==> config.mk <==
export PLATFORM = sky130hd
export DESIGN_NAME = vsync_gen
export DESIGN_NICKNAME = d
export VERILOG_FILES = /design/src/rtl/vga_pkg.sv /design/src/rtl/vsync_gen.sv
export SDC_FILE = /design/constraint.sdc
export NUM_CORES = 1
export LEC_CHECK = 0
export ABC_CLOCK_PERIOD_IN_PS = 3100
export CORE_AREA = 4 4 59 61
export CTS_CLUSTER_DIAMETER = 60
export DETAILED_ROUTE_END_ITERATION = 6
export DIE_AREA = 0 0 63 65
export HOLD_SLACK_MARGIN = 0.02
export PLACE_DENSITY_LB_ADDON = 0.2
export RECOVER_POWER = 50
export SETUP_SLACK_MARGIN = 0.02
export SLEW_MARGIN = 0
export SYNTH_ARGS = -nofsm -noshare
export SYNTH_HDL_FRONTEND = slang
export SYNTH_SLANG_ARGS = --single-unit
==> constraint.sdc <==
create_clock -name clk_in -period 3.1 [get_ports clk_in]
set_input_delay 0.93 -clock clk_in [delete_from_list [all_inputs] [get_ports clk_in]]
set_output_delay 0.93 -clock clk_in [all_outputs]
set_load 0.005 [all_outputs]
==> src/rtl/vga_pkg.sv <==
// Shared VGA timing types, 640x480 defaults and the total-count helper
// used by both the horizontal and vertical timing generators.
package vga_pkg;

    typedef enum logic [1:0] {
        ACTIVE = 2'd0,
        FRONT  = 2'd1,
        SYNC   = 2'd2,
        BACK   = 2'd3
    } v_state_t;

    localparam int unsigned VGA_H_ACTIVE = 640;
    localparam int unsigned VGA_H_FRONT  = 16;
    localparam int unsigned VGA_H_SYNC   = 96;
    localparam int unsigned VGA_H_BACK   = 48;
    localparam int unsigned VGA_V_ACTIVE = 480;
    localparam int unsigned VGA_V_FRONT  = 10;
    localparam int unsigned VGA_V_SYNC   = 2;
    localparam int unsigned VGA_V_BACK   = 33;

    function automatic int unsigned vga_total(
        input int unsigned active,
        input int unsigned front,
        input int unsigned sync,
        input int unsigned back
    );
        return active + front + sync + back;
    endfunction

endpackage

==> src/rtl/vsync_gen.sv <==
// Vertical timing generator: advances a line counter on the terminal
// horizontal count and decodes blanking, sync and frame strobes.
module vsync_gen
    import vga_pkg::*;
#(
    parameter int unsigned FRAME_HEIGHT     = VGA_V_ACTIVE,
    parameter int unsigned FRONT_PORCH      = VGA_V_FRONT,
    parameter int unsigned VSYNC_WIDTH      = VGA_V_SYNC,
    parameter int unsigned BACK_PORCH       = VGA_V_BACK,
    parameter int unsigned H_TOTAL          = vga_total(VGA_H_ACTIVE, VGA_H_FRONT,
                                                         VGA_H_SYNC, VGA_H_BACK),
    parameter bit          VSYNC_ACTIVE_LOW = 1'b1,
    parameter int unsigned FRAME_CNT_W      = 8,
    localparam int unsigned V_TOTAL = vga_total(FRAME_HEIGHT, FRONT_PORCH,
                                                VSYNC_WIDTH, BACK_PORCH),
    localparam int unsigned HW      = $clog2(H_TOTAL),
    localparam int unsigned VW      = $clog2(V_TOTAL)
) (
    input  logic                   clk_in,
    input  logic                   reset,
    input  logic [HW-1:0]          h_count,
    output logic [VW-1:0]          v_count,
    output logic                   v_blank,
    output logic                   vsync,
    output logic                   frame_start,
    output logic [FRAME_CNT_W-1:0] frame_count
);

    if (FRAME_HEIGHT < 1 || FRONT_PORCH < 1 || VSYNC_WIDTH < 1 || BACK_PORCH < 1
        || H_TOTAL < 2) begin : g_param_check
        $error("vsync_gen: timing parameters must be >= 1 and H_TOTAL >= 2");
    end

    localparam logic [HW-1:0] H_LAST      = HW'(H_TOTAL - 1);
    localparam logic [VW-1:0] LAST_ACTIVE = VW'(FRAME_HEIGHT - 1);
    localparam logic [VW-1:0] LAST_FRONT  = VW'(FRAME_HEIGHT + FRONT_PORCH - 1);
    localparam logic [VW-1:0] LAST_SYNC   = VW'(FRAME_HEIGHT + FRONT_PORCH + VSYNC_WIDTH - 1);
    localparam logic [VW-1:0] LAST_LINE   = VW'(V_TOTAL - 1);
    localparam logic          VSYNC_IDLE  = VSYNC_ACTIVE_LOW;

    v_state_t               state_q, state_d;
    logic [VW-1:0]          v_count_q, v_count_d;
    logic                   v_blank_q, v_blank_d;
    logic                   vsync_q, vsync_d;
    logic                   frame_start_q, frame_start_d;
    logic [FRAME_CNT_W-1:0] frame_count_q, frame_count_d;
    logic                   adv;
    logic                   wrap;

    // Out-of-range h_count never matches H_LAST, so it is silently ignored.
    always_comb begin
        adv           = (h_count == H_LAST);
        wrap          = 1'b0;
        state_d       = state_q;
        v_count_d     = v_count_q;
        if (adv) begin
            v_count_d = v_count_q + 1'b1;
            unique case (state_q)
                ACTIVE: if (v_count_q == LAST_ACTIVE) state_d = FRONT;
                FRONT:  if (v_count_q == LAST_FRONT)  state_d = SYNC;
                SYNC:   if (v_count_q == LAST_SYNC)   state_d = BACK;
                BACK: begin
                    if (v_count_q == LAST_LINE) begin
                        state_d   = ACTIVE;
                        v_count_d = '0;
                        wrap      = 1'b1;
                    end
                end
                default: state_d = ACTIVE;
            endcase
        end
        // Outputs decode the next state so they move on the same edge as v_count.
        v_blank_d     = (state_d != ACTIVE);
        vsync_d       = (state_d == SYNC) ? ~VSYNC_IDLE : VSYNC_IDLE;
        frame_start_d = wrap;
        frame_count_d = frame_count_q + FRAME_CNT_W'(wrap);
    end

    always_ff @(posedge clk_in or posedge reset) begin
        if (reset) begin
            state_q       <= ACTIVE;
            v_count_q     <= '0;
            v_blank_q     <= 1'b0;
            vsync_q       <= VSYNC_IDLE;
            frame_start_q <= 1'b0;
            frame_count_q <= '0;
        end else begin
            state_q       <= state_d;
            v_count_q     <= v_count_d;
            v_blank_q     <= v_blank_d;
            vsync_q       <= vsync_d;
            frame_start_q <= frame_start_d;
            frame_count_q <= frame_count_d;
        end
    end

    assign v_count     = v_count_q;
    assign v_blank     = v_blank_q;
    assign vsync       = vsync_q;
    assign frame_start = frame_start_q;
    assign frame_count = frame_count_q;

endmodule

Yosys cells after proc, flatten, opt, wreduce, memory -nomap -nowiden:

Index checks and enable logic that the tools add are counted.

* output and inout bits: 21
* bits of input ports: 12
* register bits after elaboration: 23
* logic and storage cells: 31

* equality and inequality tests: 9
* reduce and logical (&&, ||, !) cells: 2
* $add $sub $neg: 2
* mux-type cells: 12

Operators by type and width (count)
* $eq 10x9->1 const B: 3
* $eq 10x10->1 const B: 2
* $mux 10: 2
* $add 10x1->10 const B: 1
* $mux 2: 5
* $add 8x1->8: 1
* $pmux 2 s4: 1
* $eq 2x2->1 const B: 3
* $mux 1: 4
* $eq 2x1->1 const B: 1
* $logic_not 2->1: 1
* $reduce_bool 2->1: 1

Logic depth before layout (Yosys ltp):

* depth in word-level cells: 6
* depth in mapped cells: 10
* mapped depth without buffers: 10

Least setup slack after synthesis:

Ideal clock, no wire load.

* path kind: input -> register
* start: input port h_count[5]
* end: register frame_count_q[7] (netlist: frame_count[7])
* stages: 8
* data arrival time: 3.052 ns
* buffers on the path: 0
* slack: -0.075 ns
* data required time: 2.977 ns
* library setup time: 0.123 ns
* cells stage by stage: or4b_4 nor3_1 and2_1 ha_1 and3_1 nand3_1 or2_2 xnor2_1

* cells in the longest elaborated chain, start to end: 3

Ends and longest elaborated chain
* start, declared: line vsync_gen.sv:21 `input logic [HW-1:0] h_count,`
* $eq 10x10->1: line vsync_gen.sv:52 `adv = (h_count == H_LAST);`
* $mux 1: line vsync_gen.sv:56 `if (adv) begin`
* via frame_start_d: line vsync_gen.sv:45 `logic frame_start_q, frame_start_d;`
* $add 8x1->8: line vsync_gen.sv:76 `frame_count_d = frame_count_q + FRAME_CNT_W'(wrap);`
* via frame_count_d[7]: line vsync_gen.sv:46 `logic [FRAME_CNT_W-1:0] frame_count_q, frame_count_d;`
* end signal, assigned: line vsync_gen.sv:93 `frame_count_q <= frame_count_d;`
* end, declared: line vsync_gen.sv:46

The timed path passes the listed nets, and every way through them passes these cells.
A chain may end at the register's enable or synchronous reset.

Worst setup path after layout:

Ends and elaborated chain as after synthesis.

==> results.json <==
{
  "multi_input_area_um2": 536,
  "grt_antenna_before_repair": 0,
  "io_buffers": 32,
  "reg2reg_from": "v_count[0]",
  "wl_per_cell_um": 14.2,
  "num-fill-cells": 279,
  "outcome": "finished, final reports clean",
  "p_sw_uw": 101,
  "cts_tree": "built",
  "synth_area_per_cell_um2": 10.9,
  "place.gp.congestion": 0.835,
  "numCtsBuffers": 3,
  "ys.flop_type": "dfrtp_1",
  "clockPowerShare_pct": 28.6,
  "crit_path_start": "h_count[5]",
  "intPower_uw": 368,
  "postRouteAntennaNets": 0,
  "vdd_drop_max_mv": 0.113,
  "seq_area_frac_synth_pct": 50.8,
  "coreArea_um2": 2980,
  "grt_pass1_vias": 1000,
  "cp-endpoint": "frame_count[7]",
  "p_total_uw": 469,
  "syn_area_um2": 1130,
  "start_util_pct": 38.1,
  "ys_ff_latch": 23,
  "antenna_cells": 0,
  "maxSlewViolCount": 0,
  "syn_inst": 104,
  "switching_share_pct": 21.5,
  "dr.pass1.iters": 4,
  "p_per_area_nw_per_um2": 296,
  "synthDistinctLibCells": 33,
  "areaGrowthSynthToFinish_pct": 39.6,
  "fin_skew_ns": 0.00713,
  "clock_latency_ns": 0.30,
  "finalHoldViolCount": 0,
  "grt-ovfl-total": 0,
  "required_ns": 3.31,
  "worst_pin_slew_ns": 1.22,
  "criticalPathCategory": "input port to flop",
  "post-route-period-util_pct": 94.3,
  "cts_root_buffer": "clkbuf_4",
  "fin_crit_ns": 2.92,
  "p_comb_share_pct": 6.8,
  "cts_max_path_buffers": 2,
  "fin_util_pct": 53.2,
  "grt_start_max_net_pins": 24,
  "clk_pin_slew_ns": 0.13,
  "die_w_um": 63,
  "num_vias": 963,
  "wirelength_mm": 2.55,
  "hp-class": "flop to flop",
  "drt-vias-per-instance": 5.35,
  "slew_headroom_pct": 18.7,
  "power.share.sequential_pct": 64.6,
  "rsz0062_at_grt": "no",
  "die_h_um": 65,
  "rr_worst_depth": 10,
  "cts.sinks": 23,
  "ys_warn_count": 0,
  "rows": 20,
  "preCtsSetupSlack_ns": -0.162,
  "finalSetupViolations": 0,
  "layout-drive-gt1-share_pct": 13.6,
  "ff2ff_setup_slack_ns": 0.85,
  "seqCellArea_um2": 577,
  "layout.nets": 165,
  "drt-initial-drc-count": 33,
  "syn_nets": 121,
  "cp_max_fo": 3,
  "dieArea_um2": 4100,
  "setup_ws_ns": 0.178,
  "cp.arrival_ns": 3.13,
  "maxCapViolCount": 0,
  "synth_edf_count": 0,
  "cts.htree.levels": 1,
  "post_cts_resize_count": 0,
  "io-pin-count": 33,
  "grt_pass1_wl_mm": 4.36,
  "drc": 0,
  "cp-end-kind": "flop",
  "max_clock_freq_ghz": 0.342,
  "leakagePower_uw": 0.000724,
  "start_kind": "input port",
  "cts_hold_buf": 0,
  "placed_area_um2": 1560,
  "hpwl_mm": 1.99,
  "rr_endpoint": "frame_count[7]",
  "grt.total_usage_pct": 13.6,
  "stdcell_area_um2": 1580,
  "post_cts_buffers": 0,
  "async_reset_ff_share_pct": 100
}
==> cell usage in the layout, fill, tap and decap left out, types with 2 or more instances in the layout <==
cell type	count
buf_4	8
clkdlybuf4s50_1	22
dfrtp_1	22
and3_1	4
nor2_1	4
inv_1	5
nand3_1	3
ha_1	5
nand4b_1	3
or3_1	3
mux2_2	2
nand2_1	6
nand4_1	6
a22o_1	2
xor2_1	3
o21ai_0	3
nor2b_1	3
clkbuf_4	3
dlygate4sd3_1	10
nor4_1	3
nor3_1	2
a21oi_1	2
xnor2_1	7
==> cell usage after synthesis (all sizes together), types with 4 or more instances <==
cell type  instances  share of area, %
nor2               4               1.3
ha                 5               5.5
nand2              6               2.0
dfrtp             22                49
xnor2              7               5.4
inv                5               1.7
and3               4               2.2
nand4              6               3.3
==> logic make-up (layout without fill, tap and decap cells) <==
family                     Yosys count  in the layout  synth area share (%)
DFF                                 23             23                  50.8
adders and majority gates            5              5                  5.51
AOI/OAI and AO/OA                   12             12                  7.50
muxes                                2              2                  1.98
xor gates and xnor gates            10             10                  7.72
buffers and inverters                7             50                  2.43
and+or+nand+nor                     45             45                  24.0
==> metal layers <==
layer | track usage [%] | up-vias | part of all wire [%]
met5 | 0 | - | 0
met4 | 6.06 | 0 | 1.6
met3 | 3.47 | 6 | 6.8
met2 | 23.5 | 44 | 50
met1 | 15.8 | 450 | 41
li1 | - | 463 | -
==> worst max-delay path, cell delays in order <==
cell	delay (ns)
clkdlybuf4s50_1	0.40
or4b_4	0.54
nor3_2	0.18
and2_0	0.18
ha_1	0.20
and3_1	0.16
nand3_1	0.10
or2_2	0.32
xnor2_1	0.12
==> state kept, by name (all words and copies together) (netlist names) <==
name         cells
v_count         10
frame_count      8
state_q          2
frame_start      1
v_blank          1
vsync            1
==> cell type report <==
cell class                 instances  share of cell area [%]
sequential                        23                    36.4
multi-input combinational         74                    33.8
tap                               33                    2.61
inverter                           5                    1.18
timing repair buffer              41                    24.2
clock inverter                     1                   0.316
clock buffer                       3                    1.42
==> stage by stage <==
| stage | cells | setup TNS [ns] | hold slack (ns) |
|---|---|---|---|
| after global placement | 176 | -0.114 | 0.475 |
| after CTS | 180 | 0 | 0.510 |
| after global routing | 180 | 0 | 0.534 |
| final | 180 | 0 | 0.486 |
| after floorplan | 104 | 0 | 0.466 |
| after detailed placement | 176 | -0.226 | 0.492 |
==> power groups by stage <==
stage	logic [µW]	registers [µW]	clock network, µW
2_1_floorplan	11.6	309	0
3_3_place_gp	32.5	309	0
3_5_place_dp	33.7	309	0
4_1_cts	33.7	303	145
5_1_grt	35.1	304	154
6_report	31.7	303	134
==> worst min path at each step <==
stage / endpoint / cells after the start / start / slack (ns)
6_report: frame_count[7] / 1 / frame_count[7] / 0.49
5_1_grt: frame_count[7] / 1 / frame_count[7] / 0.53
4_1_cts: frame_count[7] / 1 / frame_count[7] / 0.51
3_5_place_dp: frame_count[7] / 1 / frame_count[7] / 0.49
3_3_place_gp: frame_count[7] / 1 / frame_count[7] / 0.47
2_1_floorplan: vsync / 1 / state_q[1] / 0.47
(Power assumes the default switching activity.)
